## config.mk

```make
export PLATFORM = sky130hd
export DESIGN_NAME = mem_access
export DESIGN_NICKNAME = d
export VERILOG_FILES = /design/src/rtl/mem_pkg.sv /design/src/rtl/mem_lane_align.sv /design/src/rtl/mem_access.sv
export SDC_FILE = /design/constraint.sdc
export NUM_CORES = 1
export LEC_CHECK = 0
export ABC_AREA = 1
export CAP_MARGIN = 30
export CORE_MARGIN = 5
export CORE_UTILIZATION = 43
export DETAILED_ROUTE_END_ITERATION = 7
export PLACE_DENSITY_LB_ADDON = 0.12
export SETUP_SLACK_MARGIN = 0.2
export SKIP_LAST_GASP = 1
export SLEW_MARGIN = 0
export SYNTH_ARGS = -nofsm -noshare
export SYNTH_HDL_FRONTEND = slang
export SYNTH_SLANG_ARGS = --single-unit
export TNS_END_PERCENT = 10
```

## constraint.sdc

```tcl
create_clock -name clk -period 1.9 [get_ports clk]
set_input_delay 0.475 -clock clk [delete_from_list [all_inputs] [get_ports clk]]
set_output_delay 0.475 -clock clk [all_outputs]
set_load 0.02 [all_outputs]
```

## src/rtl/mem_pkg.sv

```systemverilog
// Shared definitions for the memory-access stage: memory opcodes, FSM states, access sizes.
package mem_pkg;

    localparam logic [4:0] OP_LB  = 5'b10000;
    localparam logic [4:0] OP_LH  = 5'b10001;
    localparam logic [4:0] OP_LW  = 5'b10010;
    localparam logic [4:0] OP_LBU = 5'b10100;
    localparam logic [4:0] OP_LHU = 5'b10101;
    localparam logic [4:0] OP_SB  = 5'b11000;
    localparam logic [4:0] OP_SH  = 5'b11001;
    localparam logic [4:0] OP_SW  = 5'b11010;

    typedef enum logic [1:0] {
        IDLE = 2'd0,
        REQ  = 2'd1,
        WAIT = 2'd2
    } state_t;

    typedef enum logic [1:0] {
        BYTE = 2'd0,
        HALF = 2'd1,
        WORD = 2'd2
    } size_t;

    function automatic logic is_mem_op(input logic [4:0] op);
        case (op)
            OP_LB, OP_LH, OP_LW, OP_LBU, OP_LHU,
            OP_SB, OP_SH, OP_SW: is_mem_op = 1'b1;
            default:             is_mem_op = 1'b0;
        endcase
    endfunction

    // Low two opcode bits encode the access size for every memory op.
    function automatic size_t op_size(input logic [4:0] op);
        case (op[1:0])
            2'b00:   op_size = BYTE;
            2'b01:   op_size = HALF;
            default: op_size = WORD;
        endcase
    endfunction

endpackage

```

## src/rtl/mem_lane_align.sv

```systemverilog
// Byte-lane steering for stores and lane extraction plus sign/zero extension for loads.
module mem_lane_align
    import mem_pkg::*;
(
    input  size_t       size,
    input  logic [1:0]  addr_lo,
    input  logic        uns,
    input  logic [31:0] sdata,
    input  logic [31:0] rdata,
    output logic [3:0]  be,
    output logic [31:0] wdata,
    output logic [31:0] ldata
);

    logic [31:0] shifted;

    always_comb begin
        be      = 4'b1111;
        wdata   = sdata;
        shifted = rdata;
        ldata   = rdata;
        case (size)
            BYTE: begin
                be      = 4'b0001 << addr_lo;
                wdata   = {4{sdata[7:0]}};
                shifted = rdata >> {addr_lo, 3'b000};
                ldata   = uns ? {24'd0, shifted[7:0]} : {{24{shifted[7]}}, shifted[7:0]};
            end
            HALF: begin
                // Only addr[1] selects the half; addr[0] is ignored here.
                be      = addr_lo[1] ? 4'b1100 : 4'b0011;
                wdata   = {2{sdata[15:0]}};
                shifted = addr_lo[1] ? {16'd0, rdata[31:16]} : rdata;
                ldata   = uns ? {16'd0, shifted[15:0]} : {{16{shifted[15]}}, shifted[15:0]};
            end
            default: begin
                be    = 4'b1111;
                wdata = sdata;
                ldata = rdata;
            end
        endcase
    end

endmodule

```

## src/rtl/mem_access.sv

```systemverilog
// Memory-access stage: req/gnt/rvalid handshake to data memory, upstream stall, registered writeback.
// Optional feature: MEM_MISALIGN_TRAP_EN traps misaligned half/word accesses instead of masking them.
//
// state | meaning
// IDLE  | pass non-memory results through; latch a new memory op
// REQ   | request held stable until mem_gnt_i
// WAIT  | load granted, waiting for mem_rvalid_i
module mem_access
    import mem_pkg::*;
#(
    parameter int ADDR_W = 32,
    parameter int DATA_W = 32
) (
    input  logic              clk,
    input  logic              rst,
    input  logic [4:0]        ALUop_i,
    input  logic [ADDR_W-1:0] MemAddr_i,
    input  logic [DATA_W-1:0] StoreData_i,
    input  logic [DATA_W-1:0] WriteData_i,
    input  logic [4:0]        WriteDataNum_i,
    input  logic              WriteReg_i,
    output logic              mem_req_o,
    output logic              mem_we_o,
    output logic [3:0]        mem_be_o,
    output logic [ADDR_W-1:0] mem_addr_o,
    output logic [DATA_W-1:0] mem_wdata_o,
    input  logic              mem_gnt_i,
    input  logic              mem_rvalid_i,
    input  logic [DATA_W-1:0] mem_rdata_i,
    output logic              stall_o,
    output logic              WriteReg_o,
    output logic [4:0]        WriteDataNum_o,
    output logic [DATA_W-1:0] WriteData_o,
    output logic              misalign_o
);

    state_t            state;
    size_t             size_q;
    logic              st_q, uns_q, wreg_q;
    logic [ADDR_W-1:0] addr_q;
    logic [DATA_W-1:0] sdata_q;
    logic [4:0]        num_q;
    logic              new_mem, misaligned, drop;
    logic [3:0]        be_w;
    logic [DATA_W-1:0] wdata_w, ldata_w;

    mem_lane_align u_align (
        .size    (size_q),
        .addr_lo (addr_q[1:0]),
        .uns     (uns_q),
        .sdata   (sdata_q),
        .rdata   (mem_rdata_i),
        .be      (be_w),
        .wdata   (wdata_w),
        .ldata   (ldata_w)
    );

`ifdef MEM_MISALIGN_TRAP_EN
    logic mis_q;

    // The trapped op is still presented for one more cycle; that cycle consumes it.
    assign drop       = mis_q;
    assign misalign_o = mis_q;
    assign misaligned = ((op_size(ALUop_i) == HALF) && MemAddr_i[0]) ||
                        ((op_size(ALUop_i) == WORD) && (MemAddr_i[1:0] != 2'b00));

    always_ff @(posedge clk or negedge rst) begin
        if (!rst)
            mis_q <= 1'b0;
        else
            mis_q <= (state == IDLE) && !mis_q && new_mem && misaligned;
    end
`else
    assign drop       = 1'b0;
    assign misalign_o = 1'b0;
    assign misaligned = 1'b0;
`endif

    assign new_mem     = is_mem_op(ALUop_i);
    assign mem_req_o   = (state == REQ);
    assign mem_we_o    = mem_req_o && st_q;
    assign mem_be_o    = mem_req_o ? be_w : 4'b0000;
    assign mem_addr_o  = mem_req_o ? {addr_q[ADDR_W-1:2], 2'b00} : '0;
    assign mem_wdata_o = mem_we_o ? wdata_w : '0;

    always_comb begin
        stall_o = 1'b0;
        case (state)
            IDLE:    stall_o = new_mem && !drop;
            REQ:     stall_o = !mem_gnt_i || !st_q;
            WAIT:    stall_o = !mem_rvalid_i;
            default: stall_o = 1'b0;
        endcase
    end

    always_ff @(posedge clk or negedge rst) begin
        if (!rst) begin
            state          <= IDLE;
            size_q         <= BYTE;
            st_q           <= 1'b0;
            uns_q          <= 1'b0;
            wreg_q         <= 1'b0;
            addr_q         <= '0;
            sdata_q        <= '0;
            num_q          <= '0;
            WriteReg_o     <= 1'b0;
            WriteDataNum_o <= '0;
            WriteData_o    <= '0;
        end else begin
            WriteReg_o <= 1'b0;
            case (state)
                IDLE: begin
                    if (drop) begin
                        state <= IDLE;
                    end else if (new_mem) begin
                        size_q  <= op_size(ALUop_i);
                        st_q    <= ALUop_i[3];
                        uns_q   <= ALUop_i[2];
                        wreg_q  <= WriteReg_i;
                        addr_q  <= MemAddr_i;
                        sdata_q <= StoreData_i;
                        num_q   <= WriteDataNum_i;
                        state   <= misaligned ? IDLE : REQ;
                    end else begin
                        WriteReg_o     <= WriteReg_i;
                        WriteDataNum_o <= WriteDataNum_i;
                        WriteData_o    <= WriteData_i;
                    end
                end
                REQ: begin
                    if (mem_gnt_i)
                        state <= st_q ? IDLE : WAIT;
                end
                WAIT: begin
                    if (mem_rvalid_i) begin
                        WriteReg_o     <= wreg_q;
                        WriteDataNum_o <= num_q;
                        WriteData_o    <= ldata_w;
                        state          <= IDLE;
                    end
                end
                default: state <= IDLE;
            endcase
        end
    end

endmodule
```

; Word-level counts from Yosys, hierarchy flattened
; Memories as Yosys holds them, arrays and structs flattened.
; Index checks and enable logic that the tools add are counted.
[word_totals]
register_bits = 114
rom_bits = 32
input_bits = 143
output_inout_bits = 110
elab_cells = 60
n_memories = 1
[mem_list]
columns = memory, words, word_bits, rd, rd_clocked_by_memory_dff, wr, line_no
row1 = (no name shown), 32, 1, 1, 0, 0, mem_pkg.sv:26  ; case (op)
[classes]
eq_ne = 8
n_shift = 2
n_mux = 26
n_reduce_logical = 12
[ops]
columns = cell, n
row1 = 32-bit two-way mux, 6
row2 = 32-bit one-hot mux with 2 select lines, 3
row3 = 32-bit by 5-bit >> shifter with 8-bit output, 1
row4 = 16-bit two-way mux, 1
row5 = 5-bit two-way mux, 2
row6 = 5-bit one-hot mux with 2 select lines, 1
row7 = 2-bit two-way mux, 4
row8 = 4-bit two-way mux, 2
row9 = 4-bit one-hot mux with 2 select lines, 1
row10 = 2-bit by 1-bit equality test with 1-bit output (second input constant), 3
row11 = 2-bit zero test, 3
row12 = 2-bit != test (second input constant), 3
row13 = 2-bit one-hot mux with 3 select lines, 1
row14 = 3-bit AND reduction, 2
row15 = 2-bit one-hot mux with 2 select lines, 1
row16 = 1-bit by 2-bit left shift with 4-bit output (first input constant), 1
row17 = 1-bit zero test, 3
row18 = 1-bit one-hot mux with 3 select lines, 1
row19 = 2-bit equality test (second input constant), 1
row20 = 1-bit two-way mux, 2
row21 = 2-bit by 1-bit != test with 1-bit output (second input constant), 1
row22 = 1-bit one-hot mux with 2 select lines, 1
row23 = 2-bit AND reduction, 1
row24 = 2-bit nonzero test, 1
row25 = other kinds (2), 2

; Longest topological paths before layout
; Gate-level depths: netlist of run 1.
[logic_depth]
ltp_word = 5
mapped_depth = 10
depth_no_buf = 9

; Modules after synthesis
; A second synthesis of run 1 with hierarchy kept.
[hier_totals]
cells_unflattened = 961
area_unflattened_um2 = 6513.7
[by_module_without_submodules]
columns = module, n_inst, cells_per_inst, area_each_um2, seq_area_each_um2
row1 = mem_access, 1, 726, 5338.9, 2852.7
row2 = mem_lane_align, 1, 235, 1174.9, 0.0

; Worst setup path before layout of run 1
; OpenSTA, ideal clock, no wires.
[synth_path]
path_type = register -> output
from = reg state[1]
to = out mem_wdata_o[22]
arrival_ns = 1.550
required_time_ns = 1.425
path_slack_ns = -0.125
path_stages_with_launch = 7
path_buffers = 1
cell_sequence = dfrtp_1 > nor2_4 > inv_2 > nor2_8 > inv_2 > buf_2 > a21oi_1
[synth_via]
elab_chain_cells = 3
[synth_rtl]
columns = item, line_no
row1 = start: declaration, mem_access.sv:37  ; state_t state;
row2 = start signal: assignment, mem_access.sv:123  ; state <= misaligned ? IDLE : REQ;
row3 = start signal: assignment, mem_access.sv:132  ; state <= st_q ? IDLE : WAIT;
row4 = 2-bit by 1-bit equality test with 1-bit output, mem_access.sv:80  ; assign mem_req_o = (state == REQ);
row5 = via mem_req_o, mem_access.sv:22  ; output logic mem_req_o,
row6 = 1-bit logical AND, mem_access.sv:81  ; assign mem_we_o = mem_req_o && st_q;
row7 = via mem_we_o, mem_access.sv:23  ; output logic mem_we_o,
row8 = 32-bit two-way mux, mem_access.sv:84  ; assign mem_wdata_o = mem_we_o ? wdata_w : '0;
row9 = end: declaration, mem_access.sv:26  ; output logic [DATA_W-1:0] mem_wdata_o,
; The timed path passes the listed nets, and every way through them passes these cells.

; Worst setup path in the final report of run 1
[layout_path]
from = reg size_q[0]
to = out mem_be_o[2]
[layout_via]
elab_chain_cells = 3
elab_cells_between_ends = 4
cone_classes = eq/ne (1) / mux (2) / reduce/logical (1)
[layout_rtl]
columns = item, line_no
row1 = start: declaration, mem_access.sv:38  ; size_t size_q;
row2 = start signal: assignment, mem_access.sv:116  ; size_q <= op_size(ALUop_i);
row3 = 2-bit by 1-bit equality test with 1-bit output or 2-bit zero test (tied branches), mem_lane_align.sv:22  ; case (size)
row4 = 4-bit one-hot mux with 2 select lines *, mem_lane_align.sv:22
row5 = 4-bit two-way mux *, mem_access.sv:82  ; assign mem_be_o = mem_req_o ? be_w : 4'b0000;
row6 = end: declaration, mem_access.sv:24  ; output logic [3:0] mem_be_o,
; Every way passes the cells marked *; elsewhere a longest branch is shown, timed or not.

==> results of run 1 <==
[state kept, by name, indices dropped and copies added (netlist names)]
signal / flops
WriteDataNum_o: 5
WriteData_o: 32
WriteReg_o: 1
addr_q: 32
num_q: 5
sdata_q: 32
size_q: 2
st_q: 1
state: 2
uns_q: 1
wreg_q: 1
[worst paths after layout]
kind                                   endpoint  depth (start not counted)  slack, ps             from
worst max-delay path                mem_be_o[2]                          6       -250        size_q[0]
worst min-delay path            WriteData_o[29]                          2        480  WriteData_o[29]
worst max register to register   WriteData_o[9]                          9        170        addr_q[1]
worst min register to register  WriteData_o[29]                          2        480  WriteData_o[29]
max in group asynchronous              state[0]                          3        820              rst
min in group asynchronous        WriteData_o[9]                          2        490              rst
[cell usage in the layout, fill, tap and decap left out, types with 17 or more instances in the layout]
cell,netlist,routed
nor2_1,146,122
nand3_1,36,36
inv_1,52,50
dfrtp_1,114,113
nand2_1,289,289
buf_2,21,36
clkdlybuf4s50_1,0,179
buf_6,7,17
o21ai_0,61,53
a21oi_1,28,19
buf_4,9,57
clkbuf_16,0,17
nor2_2,2,18
[metal layers]
| metal | GRT usage, % | wire length, µm | vias up |
|---|---|---|---|
| met5 | 0 | 0 | - |
| met4 | 8.28 | 522 | 0 |
| met3 | 7.22 | 2040 | 45 |
| met2 | 41.0 | 9970 | 288 |
| met1 | 31.4 | 8300 | 2967 |
| li1 | - | - | 3213 |
[cells by family (layout without fill, tap and decap cells)]
logic type	count (synthesis)	after routing	synth area share, %
and+or+nand+nor	497	498	33.3
other	1	3	0.0617
DFF	114	114	47.0
buffers and inverters	109	402	8.71
AOI/OAI and AO/OA	124	124	11.0
[power by group through the flow]
stage	registers [W]	logic (W)	clock network [W]
final	0.00411	0.00653	0.00391
after global routing	0.00423	0.00710	0.00408
after CTS	0.00411	0.00644	0.00395
after global placement	0.00406	0.00626	0
after detailed placement	0.00408	0.00633	0
after floorplan	0.00444	0.00316	0
[worst max-delay path, cell delays in order, from the launching register on]
cell and delay (ps):
dfrtp_1 420, inv_2 100, buf_4 150, nand2_1 130, nor2_4 60, nor2_1 120
clkdlybuf4s15_2 290
[through the flow]
stage / util, % / area, µm² / setup TNS [ps] / hold slack (ps) / setup WS (ps)
2_1_floorplan: - / 6280 / 0 / 179 / 57.1
3_3_place_gp: 66.2 / 9190 / -24440 / 377 / -305
3_5_place_dp: 66.2 / 9190 / -26900 / 376 / -328
4_1_cts: 71.2 / 9880 / -15050 / 474 / -268
5_1_grt: 71.9 / 9980 / -16690 / 495 / -296
6_report: 71.9 / 9980 / -11880 / 477 / -247
[repair_timing]
action | CTS | global route
hold buffers | 1 | 0
resized for setup | 288 | 56
hold endpoints to repair | 13 | 0
cloned | 2 | 0
pin swaps | 3 | 3
buffers inserted | 4 | 4
setup endpoints to repair | 108 | 143
[final cells by class]
| class | instances | share of cell area, % |
|---|---|---|
| inverter | 60 | 2.56 |
| multi-input combinational | 625 | 30.1 |
| clock inverter | 8 | 2.19 |
| timing repair buffer | 309 | 29.2 |
| sequential | 114 | 28.6 |
| clock buffer | 24 | 5.03 |
| timing repair inverter | 1 | 0.0877 |
| tap | 180 | 2.26 |
==> results.json, run 1 <==
{
  "status": "finished, violations left",
  "powerDensity_nw_per_um2": 1460,
  "grt_max_degree": 53,
  "gr-usage-all-layers_pct": 24.9,
  "drc_errors": 0,
  "final_cells": 1321,
  "grt.overflow.total": 0,
  "diodes": 0,
  "port_buffers": 249,
  "synth_cell_types": 34,
  "max-cap-violations": 0,
  "synth_top_area_share_pct": 47.0,
  "dr.first_iter.drc_count": 494,
  "netlist_area_um2": 6070,
  "violations": "negative setup slack",
  "postRouteAntennaNets": 0,
  "syn_inst": 845,
  "synth_edf_count": 0,
  "cp_max_fo": 3,
  "dp_cells": 1278,
  "cts_buffers": 17,
  "clk_path_buf_depth": 2,
  "ir_worst_vdd_mv": 0.686,
  "grt_antenna_before_repair": 0,
  "yosysSeqAreaShare_pct": 47.0,
  "fin_crit_ps": 2150,
  "p_int_w": 0.00900,
  "post-synth-top-count-cell": "nand2_1",
  "cp-end-kind": "output pin",
  "die-area_um2": 16600,
  "cts_root_buffer": "clkbuf_16",
  "grt_pass1_vias": 6382,
  "fp.dieH_um": 129,
  "drive_gt1_share_pct": 21.1,
  "drtPass1Iterations": 5,
  "dp_hpwl_mm": 15.2,
  "arrival_ps": 1670,
  "fmax_ghz": 0.466,
  "fillers": 1094,
  "fin_crit_sh_pct": 113,
  "hp-class": "reg2reg",
  "core-area_um2": 13900,
  "power.share.switching_pct": 38.1,
  "clock_power_share_pct": 26.9,
  "startpoint_type": "flop",
  "criticalPathCategory": "reg2out",
  "pwr-share-comb_pct": 44.9,
  "drt-total-wl_mm": 20.8,
  "syn2layout_area_growth_pct": 64.4,
  "totalPowerFinal_w": 0.0145,
  "async_flop_share_pct": 100,
  "p_seq_share_pct": 28.2,
  "cts_tree": "done",
  "cts_max_level": 4,
  "clk_pin_slew_ps": 60,
  "setup_viol": 69,
  "vias": 6513,
  "finalHoldViolations": 0,
  "grt_first_pass_wirelength_mm": 32.6,
  "netlist_top_cells_count": "nand2_1, nor2_1, dfrtp_1",
  "synthFlopType": "dfrtp_1",
  "yosysWarningCount": 0,
  "synthTopCellsByArea": "dfrtp_1, nand2_1, nor2_1",
  "leakagePower_nw": 4.76,
  "insertion_delay_ps": 410,
  "clkSinkCount": 114,
  "setup_ws_ps": -247,
  "multi_input_area_um2": 3010,
  "synth.largest_area_cell": "dfrtp_1",
  "rsz0062_at_grt": "yes",
  "gp_congestion": 0.833,
  "start_util_pct": 43.8,
  "synth_seq_cells": 114,
  "wl_per_cell_um": 15.8,
  "netSwitchingPower_w": 0.00554,
  "vias_per_cell": 4.93,
  "drv_slew": 0,
  "syn_avg_cell_area_um2": 7.19,
  "fin_nets": 1271,
  "required_ps": 1420,
  "rows": 43,
  "chipWidth_um": 129,
  "regArea_um2": 2850,
  "num_io_pins": 253,
  "skew_ps": 8.63
}
(Power assumes the default switching activity.)
==> run 2, diff against run 1 <==
--- a/config.mk
+++ b/config.mk
@@ -13,7 +13,6 @@
 export PLACE_DENSITY_LB_ADDON = 0.12
 export SETUP_SLACK_MARGIN = 0.2
 export SKIP_LAST_GASP = 1
-export SLEW_MARGIN = 0
 export SYNTH_ARGS = -nofsm -noshare
 export SYNTH_HDL_FRONTEND = slang
 export SYNTH_SLANG_ARGS = --single-unit
==> results of run 2 <==
Final layout, timing and power as in run 1 (identical DEF).
